File: src/rtl/proto_msg_stack_ctrl.sv
// Nesting controller for the protobuf decode path.
// Keeps one identifier and one remaining-byte count per open message level,
// publishes the open identifiers as a packed path for the node-lookup ROM,
// and closes finished levels one per cycle while holding off the byte stream.
module proto_msg_stack_ctrl #(
    parameter int                         NUM_MSG_HIERARCHY = 3,
    parameter int                         IDENTIFIER_SIZE   = 8,
    parameter int                         LEN_WIDTH         = 16,
    parameter logic [IDENTIFIER_SIZE-1:0] ROOT_ID           = 8'hAA
) (
    input  logic                                           clk,
    input  logic                                           rst_n,
    input  logic                                           start,
    input  logic [LEN_WIDTH-1:0]                           root_len,
    input  logic                                           byte_valid,
    output logic                                           byte_ready,
    input  logic                                           push_valid,
    output logic                                           push_ready,
    input  logic [IDENTIFIER_SIZE-1:0]                     push_id,
    input  logic [LEN_WIDTH-1:0]                           push_len,
    output logic [NUM_MSG_HIERARCHY*IDENTIFIER_SIZE-1:0]   path,
    output logic [$clog2(NUM_MSG_HIERARCHY+1)-1:0]         depth,
    output logic                                           busy,
    output logic                                           msg_done,
    output logic [IDENTIFIER_SIZE-1:0]                     done_id,
    output logic                                           overflow_err,
    output logic                                           len_err,
    output logic                                           underrun_err
);

    localparam int DEPTH_W = $clog2(NUM_MSG_HIERARCHY + 1);
    localparam logic [DEPTH_W-1:0] MAX_DEPTH = DEPTH_W'(NUM_MSG_HIERARCHY);

    typedef enum logic [1:0] {
        IDLE   = 2'd0,
        ACTIVE = 2'd1,
        POP    = 2'd2
    } state_t;

    state_t                     state_q, state_d;
    logic [DEPTH_W-1:0]         depth_q, depth_d;
    logic [IDENTIFIER_SIZE-1:0] id_q  [NUM_MSG_HIERARCHY];
    logic [IDENTIFIER_SIZE-1:0] id_d  [NUM_MSG_HIERARCHY];
    logic [LEN_WIDTH-1:0]       rem_q [NUM_MSG_HIERARCHY];
    logic [LEN_WIDTH-1:0]       rem_d [NUM_MSG_HIERARCHY];
    logic                       ready_q, ready_d;
    logic                       busy_q, busy_d;
    logic                       done_q, done_d;
    logic [IDENTIFIER_SIZE-1:0] doneId_q, doneId_d;
    logic                       ovfErr_q, ovfErr_d;
    logic                       lenErr_q, lenErr_d;
    logic                       undErr_q, undErr_d;

    logic [LEN_WIDTH-1:0]       topRem;
    logic [LEN_WIDTH-1:0]       parentAfter;
    logic [LEN_WIDTH-1:0]       newTopRem;
    logic [IDENTIFIER_SIZE-1:0] topId;
    logic                       topEmptied;

    // Next-state logic: level bookkeeping, sequencing and sticky error capture.
    // A same-cycle byte is applied to the open levels before a push is judged,
    // so a child can never claim bytes its parent no longer has.
    always_comb begin
        state_d     = state_q;
        depth_d     = depth_q;
        ready_d     = ready_q;
        busy_d      = busy_q;
        done_d      = 1'b0;
        doneId_d    = doneId_q;
        ovfErr_d    = ovfErr_q;
        lenErr_d    = lenErr_q;
        undErr_d    = undErr_q;
        topRem      = '0;
        newTopRem   = '0;
        topId       = '0;
        parentAfter = '0;
        topEmptied  = 1'b0;
        for (int i = 0; i < NUM_MSG_HIERARCHY; i++) begin
            id_d[i]  = id_q[i];
            rem_d[i] = rem_q[i];
            if (i + 1 == int'(depth_q)) begin
                topRem = rem_q[i];
                topId  = id_q[i];
            end
            if (i + 2 == int'(depth_q)) begin
                newTopRem = rem_q[i];
            end
        end

        case (state_q)
            IDLE: begin
                if (start) begin
                    for (int i = 0; i < NUM_MSG_HIERARCHY; i++) begin
                        id_d[i]  = '0;
                        rem_d[i] = '0;
                    end
                    id_d[0]  = ROOT_ID;
                    rem_d[0] = root_len;
                    depth_d  = DEPTH_W'(1);
                    ovfErr_d = 1'b0;
                    lenErr_d = 1'b0;
                    undErr_d = 1'b0;
                    state_d  = (root_len == '0) ? POP : ACTIVE;
                end
            end

            ACTIVE: begin
                parentAfter = topRem - LEN_WIDTH'(byte_valid);
                if (byte_valid) begin
                    for (int i = 0; i < NUM_MSG_HIERARCHY; i++) begin
                        if (i < int'(depth_q)) begin
                            rem_d[i] = rem_q[i] - LEN_WIDTH'(1);
                        end
                    end
                    topEmptied = (topRem == LEN_WIDTH'(1));
                end
                state_d = topEmptied ? POP : ACTIVE;
                if (push_valid) begin
                    if (depth_q == MAX_DEPTH) begin
                        ovfErr_d = 1'b1;
                    end else if (push_len > parentAfter) begin
                        lenErr_d = 1'b1;
                    end else begin
                        for (int i = 0; i < NUM_MSG_HIERARCHY; i++) begin
                            if (i == int'(depth_q)) begin
                                id_d[i]  = push_id;
                                rem_d[i] = push_len;
                            end
                        end
                        depth_d = depth_q + DEPTH_W'(1);
                        if (push_len == '0) begin
                            state_d = POP;
                        end
                    end
                end
            end

            POP: begin
                for (int i = 0; i < NUM_MSG_HIERARCHY; i++) begin
                    if (i + 1 == int'(depth_q)) begin
                        id_d[i]  = '0;
                        rem_d[i] = '0;
                    end
                end
                done_d   = 1'b1;
                doneId_d = topId;
                depth_d  = depth_q - DEPTH_W'(1);
                if (depth_q == DEPTH_W'(1)) begin
                    state_d = IDLE;
                end else if (newTopRem == '0) begin
                    state_d = POP;
                end else begin
                    state_d = ACTIVE;
                end
            end

            default: begin
                state_d = IDLE;
            end
        endcase

        if (byte_valid && !ready_q) begin
            undErr_d = 1'b1;
        end

        ready_d = (state_d == ACTIVE);
        busy_d  = (state_d != IDLE);
    end

    // State and level registers with synchronous active-low reset.
    always_ff @(posedge clk) begin
        if (!rst_n) begin
            state_q  <= IDLE;
            depth_q  <= '0;
            ready_q  <= 1'b0;
            busy_q   <= 1'b0;
            done_q   <= 1'b0;
            doneId_q <= '0;
            ovfErr_q <= 1'b0;
            lenErr_q <= 1'b0;
            undErr_q <= 1'b0;
            for (int i = 0; i < NUM_MSG_HIERARCHY; i++) begin
                id_q[i]  <= '0;
                rem_q[i] <= '0;
            end
        end else begin
            state_q  <= state_d;
            depth_q  <= depth_d;
            ready_q  <= ready_d;
            busy_q   <= busy_d;
            done_q   <= done_d;
            doneId_q <= doneId_d;
            ovfErr_q <= ovfErr_d;
            lenErr_q <= lenErr_d;
            undErr_q <= undErr_d;
            for (int i = 0; i < NUM_MSG_HIERARCHY; i++) begin
                id_q[i]  <= id_d[i];
                rem_q[i] <= rem_d[i];
            end
        end
    end

    // Pack the per-level identifiers into the lookup path, level 0 in the low bits.
    always_comb begin
        path = '0;
        for (int i = 0; i < NUM_MSG_HIERARCHY; i++) begin
            path[i*IDENTIFIER_SIZE +: IDENTIFIER_SIZE] = id_q[i];
        end
    end

    assign byte_ready   = ready_q;
    assign push_ready   = ready_q;
    assign depth        = depth_q;
    assign busy         = busy_q;
    assign msg_done     = done_q;
    assign done_id      = doneId_q;
    assign overflow_err = ovfErr_q;
    assign len_err      = lenErr_q;
    assign underrun_err = undErr_q;

endmodule
File: config.mk
export PLATFORM = sky130hd
export DESIGN_NAME = proto_msg_stack_ctrl
export DESIGN_NICKNAME = d
export VERILOG_FILES = /design/src/rtl/proto_msg_stack_ctrl.sv
export SDC_FILE = /design/constraint.sdc
export NUM_CORES = 1
export LEC_CHECK = 0
export ABC_AREA = 1
export ABC_CLOCK_PERIOD_IN_PS = 4950
export CAP_MARGIN = 20
export CELL_PAD_IN_SITES_DETAIL_PLACEMENT = 0
export CELL_PAD_IN_SITES_GLOBAL_PLACEMENT = 1
export CORE_ASPECT_RATIO = 1.4
export CORE_UTILIZATION = 40
export DETAILED_ROUTE_END_ITERATION = 6
export PLACE_DENSITY = 0.78
export SKIP_CTS_REPAIR_TIMING = 1
export SYNTH_ARGS = -nofsm -noshare
export SYNTH_HDL_FRONTEND = slang
export SYNTH_SLANG_ARGS = --single-unit
File: constraint.sdc
create_clock -name clk -period 4.95 [get_ports clk]
set_input_delay 0.99 -clock clk [delete_from_list [all_inputs] [get_ports clk]]
set_output_delay 0.99 -clock clk [all_outputs]
set_load 0.02 [all_outputs]
==> metrics.txt <==
layout net count 1210; number of rows created at floorplan 56; cell-by-cell trace of the critical path inv_1, ha_1, nor2_8, nand2_1, a21oi_1, inv_1, ha_1, ha_1, nand2_2, nor2_4, nand2_2, nor2_2, xnor2_1, ha_1, nand4_1, nor2_1, nand3_1, nand3_1, nand2_1, inv_1, nand2_2, nand2_1, nand2_1, nor2_1; part of the power in the clock network 0.245; unrepaired setup endpoints after global routing false; fin. max-slew vios 0; WS Path Type flip-flop to flip-flop; average via count per standard cell approximately 5.6; destination of the worst register-to-register timing path id_q[0][6]; net switching power of the design ~1300 uW; actual transition at the worst max-transition pin 924 ps; maximum buffer depth of the clock tree 2; first-pass GRT wire length 39.3 mm; design internal power between 1500 and 2000 uW; n_diodes 0; Worst setup EP type flip-flop; most instantiated flip-flop cell in the synthesis netlist dfxtp_1; IO Count 86; synthesized netlist cell count 1083; warning count from the yosys run 0; worst vdd ir 195 uV; critical path's largest stage delay 410 ps; antenna violations before repair 0; half-perimeter wire length after placement 19.3 mm; root buffer cell clkbuf_16; time the final worst path needs with I/O delays and setup 4520 ps; TritonCTS clock tree built; static leakage power 0.00343 uW; endpoint of the worst hold-timing path underrun_err; Critical Path AT 4820 ps; die boundary height 158 um; data required time at the worst endpoint 5250 ps; Worst Hold Class flip-flop to flip-flop; synthesis-to-layout area growth 17.8%; Cell variety after synth 44; proportion of total power due to net switching 0.449; clock sinks 90; Placer Congestion around 0.96; FFs w/ async S/R, synth 0; proportion of layout cells with a drive suffix above 1 0.0789; power after layout slightly below 3000 uW; worst-path cell with the longest stage delay dfxtp_1; WL per Instance 18.9 um; detailed router's first-iteration violation count 434; post-synthesis cell area ~0.0069 mm2; total negative slack 0 ps; GRT Overall Usage 0.291; number of port buffers 85; portion of total power attributed to sequential cells 0.293; number of global-route vias before repair approximately 7000; TritonCTS Buffers 9; Total Die Area 0.0178 mm2; DRC violation count after routing 0; number of hold violations in the final report 0; effective utilization at floorplan 0.411; Max-cap violations 0; cell class contributing the biggest share of worst-path delay simple AND/OR/NAND/NOR gates; number of vias in the routed layout 7529; pin count of the biggest net entering global routing 47; setup skew after layout ~12 ps; clk_lat worst skew 360 ps; Worst Hold Depth 2; sequential area share after synthesis 0.261; Worst Reg2Reg Path Length in Cells 24; Cell Pwr Density 365 mW/mm2; maximum operating frequency 221 MHz; hold path startpoint underrun_err; worst-case register-to-register setup slack approximately 430 ps; Setup violations, final 0; combinational group share of total power 0.462; number of synthesized register bits 90; Max transition margin 0.384; number of enable flip-flop cells after synthesis 0; Synth Area per Inst 6.38 um2; depth of the CTS H-tree 3; net count of the mapped netlist 1157; maximum net fanout on the critical path 18; Final Routed Wirelength 25.3 mm; crit share post-route 0.912; length of the first detailed-routing pass in iterations 6; Horiz. Die Dim around 110 um; count of buffering cells on the critical path with inverters included 3; clk slew on worst S/H paths 80 ps; result of the run complete, no violations; crit path launch type flip-flop; overflow left after global routing 0; Worst R2R Start depth[0]; core footprint 0.0168 mm2; post-detailed-route count of antenna-violating nets 0
worst reg2reg max path: cells and delay by family (launching register included):
family / cells / cell delay, ps
buffers and inverters: 3 / 460
xor gates and xnor gates: 1 / 120
and+or+nand+nor: 15 / 1970
AOI/OAI and AO/OA: 1 / 280
DFF: 1 / 410
adders and majority gates: 4 / 1220
cell families (layout without fill, tap and decap cells):
logic type                 Yosys count  after routing  share of synthesized area
and+or+nand+nor                    570            570                      0.385
AOI/OAI and AO/OA                  193            193                      0.152
buffers and inverters              163            221                      0.101
DFF                                 90             90                      0.261
xor gates and xnor gates            38             38                     0.0482
adders and majority gates           29             29                     0.0525
cell type report:
| class | count | area, um2 |
|---|---|---|
| well taps | 203 | 254 |
| multi-input cells | 830 | 4430 |
| flip-flops and latches | 90 | 1800 |
| inverters | 110 | 418 |
| fillers | 1823 | 8670 |
| repair buffers | 95 | 930 |
| clock inverters | 7 | 86.3 |
| clock buffers | 9 | 225 |
power groups by stage:
stage / logic (uW) / clock network [uW] / registers, uW
2_1_floorplan: 907 / 0 / 925
3_3_place_gp: 1350 / 0 / 889
3_5_place_dp: 1350 / 0 / 885
4_1_cts: 1360 / 738 / 870
5_1_grt: 1520 / 775 / 881
6_report: 1370 / 729 / 871
per-stage QoR:
step                      setup slack, ps  hold WS [ps]  instances   util  instance area (um2)
after floorplan                      1160           455       1083      -                 6910
after global placement                483           458       1327  0.464                 7800
after detailed placement              399           449       1327  0.464                 7800
after CTS                             362           471       1343  0.483                 8120
after global routing                 63.8           500       1344  0.484                 8140
final                                 434           467       1344  0.484                 8140
Yosys cell counts, types with 4 or more instances:
cell type  instances  area (um2)
a21oi_1          122         611
nand2_2           11        68.8
nand4_1           30         188
dfxtp_1           90        1800
inv_2              8        30.0
buf_6              6        67.6
nand3_1          151         756
nand3_2            4        40.0
ha_1              29         363
inv_1             99         372
xnor2_1           12         105
a31oi_1            9        56.3
nand3b_1           4        30.0
nor2_2            14        87.6
nand2_1          240         901
buf_2             18        90.1
o21ai_1            5        25.0
nor2_4             4        45.0
nor2_1            83         312
nor4_1             7        43.8
buf_1              5        18.8
o21ai_0           36         180
o21ai_2            6        52.6
xor2_1            26         228
clkbuf_1          21        78.8
nor3_1            11        55.1
worst max-delay path by stage:
stage	startpoint	endpoint	depth (start not counted)
after floorplan	depth[0]	rem_q[0][38]	25
after detailed placement	depth[0]	rem_q[0][8]	22
after global placement	depth[0]	rem_q[0][2]	23
after global routing	depth[0]	id_q[0][6]	24
after CTS	depth[0]	rem_q[0][6]	22
final	depth[0]	id_q[0][6]	24
per-layer routing:
| layer | global-route usage | part of all wire | vias to the layer above |
|---|---|---|---|
| met5 | 0 | 0 | - |
| li1 | - | - | 3724 |
| met2 | 0.543 | 0.52 | 209 |
| met3 | 0.0343 | 0.040 | 65 |
| met1 | 0.319 | 0.39 | 3531 |
| met4 | 0.154 | 0.046 | 0 |
registers in the layout, indices dropped and copies added, names as in the netlist:
signal and flops:
underrun_err 1, done_id 8, byte_ready 1, len_err 1
msg_done 1, depth 2, rem_q 48, id_q 24
busy 1, state_q 2, overflow_err 1
placed cells by master (no fill, tap or decap), drive strengths merged, types with 3 or more instances in the layout:
cell             n
clkdlybuf4s50   85
nand2          251
nand3          155
nor2           103
a31oi            9
buf             10
dfxtp           90
inv            110
xor2            26
clkinv           7
nand3b           4
nand4           31
o21ai           47
xnor2           12
a22oi            4
clkbuf           9
ha              29
nor4             7
a22o             3
a21oi          125
or2              4
nor3            15
(Power assumes the default switching activity.)
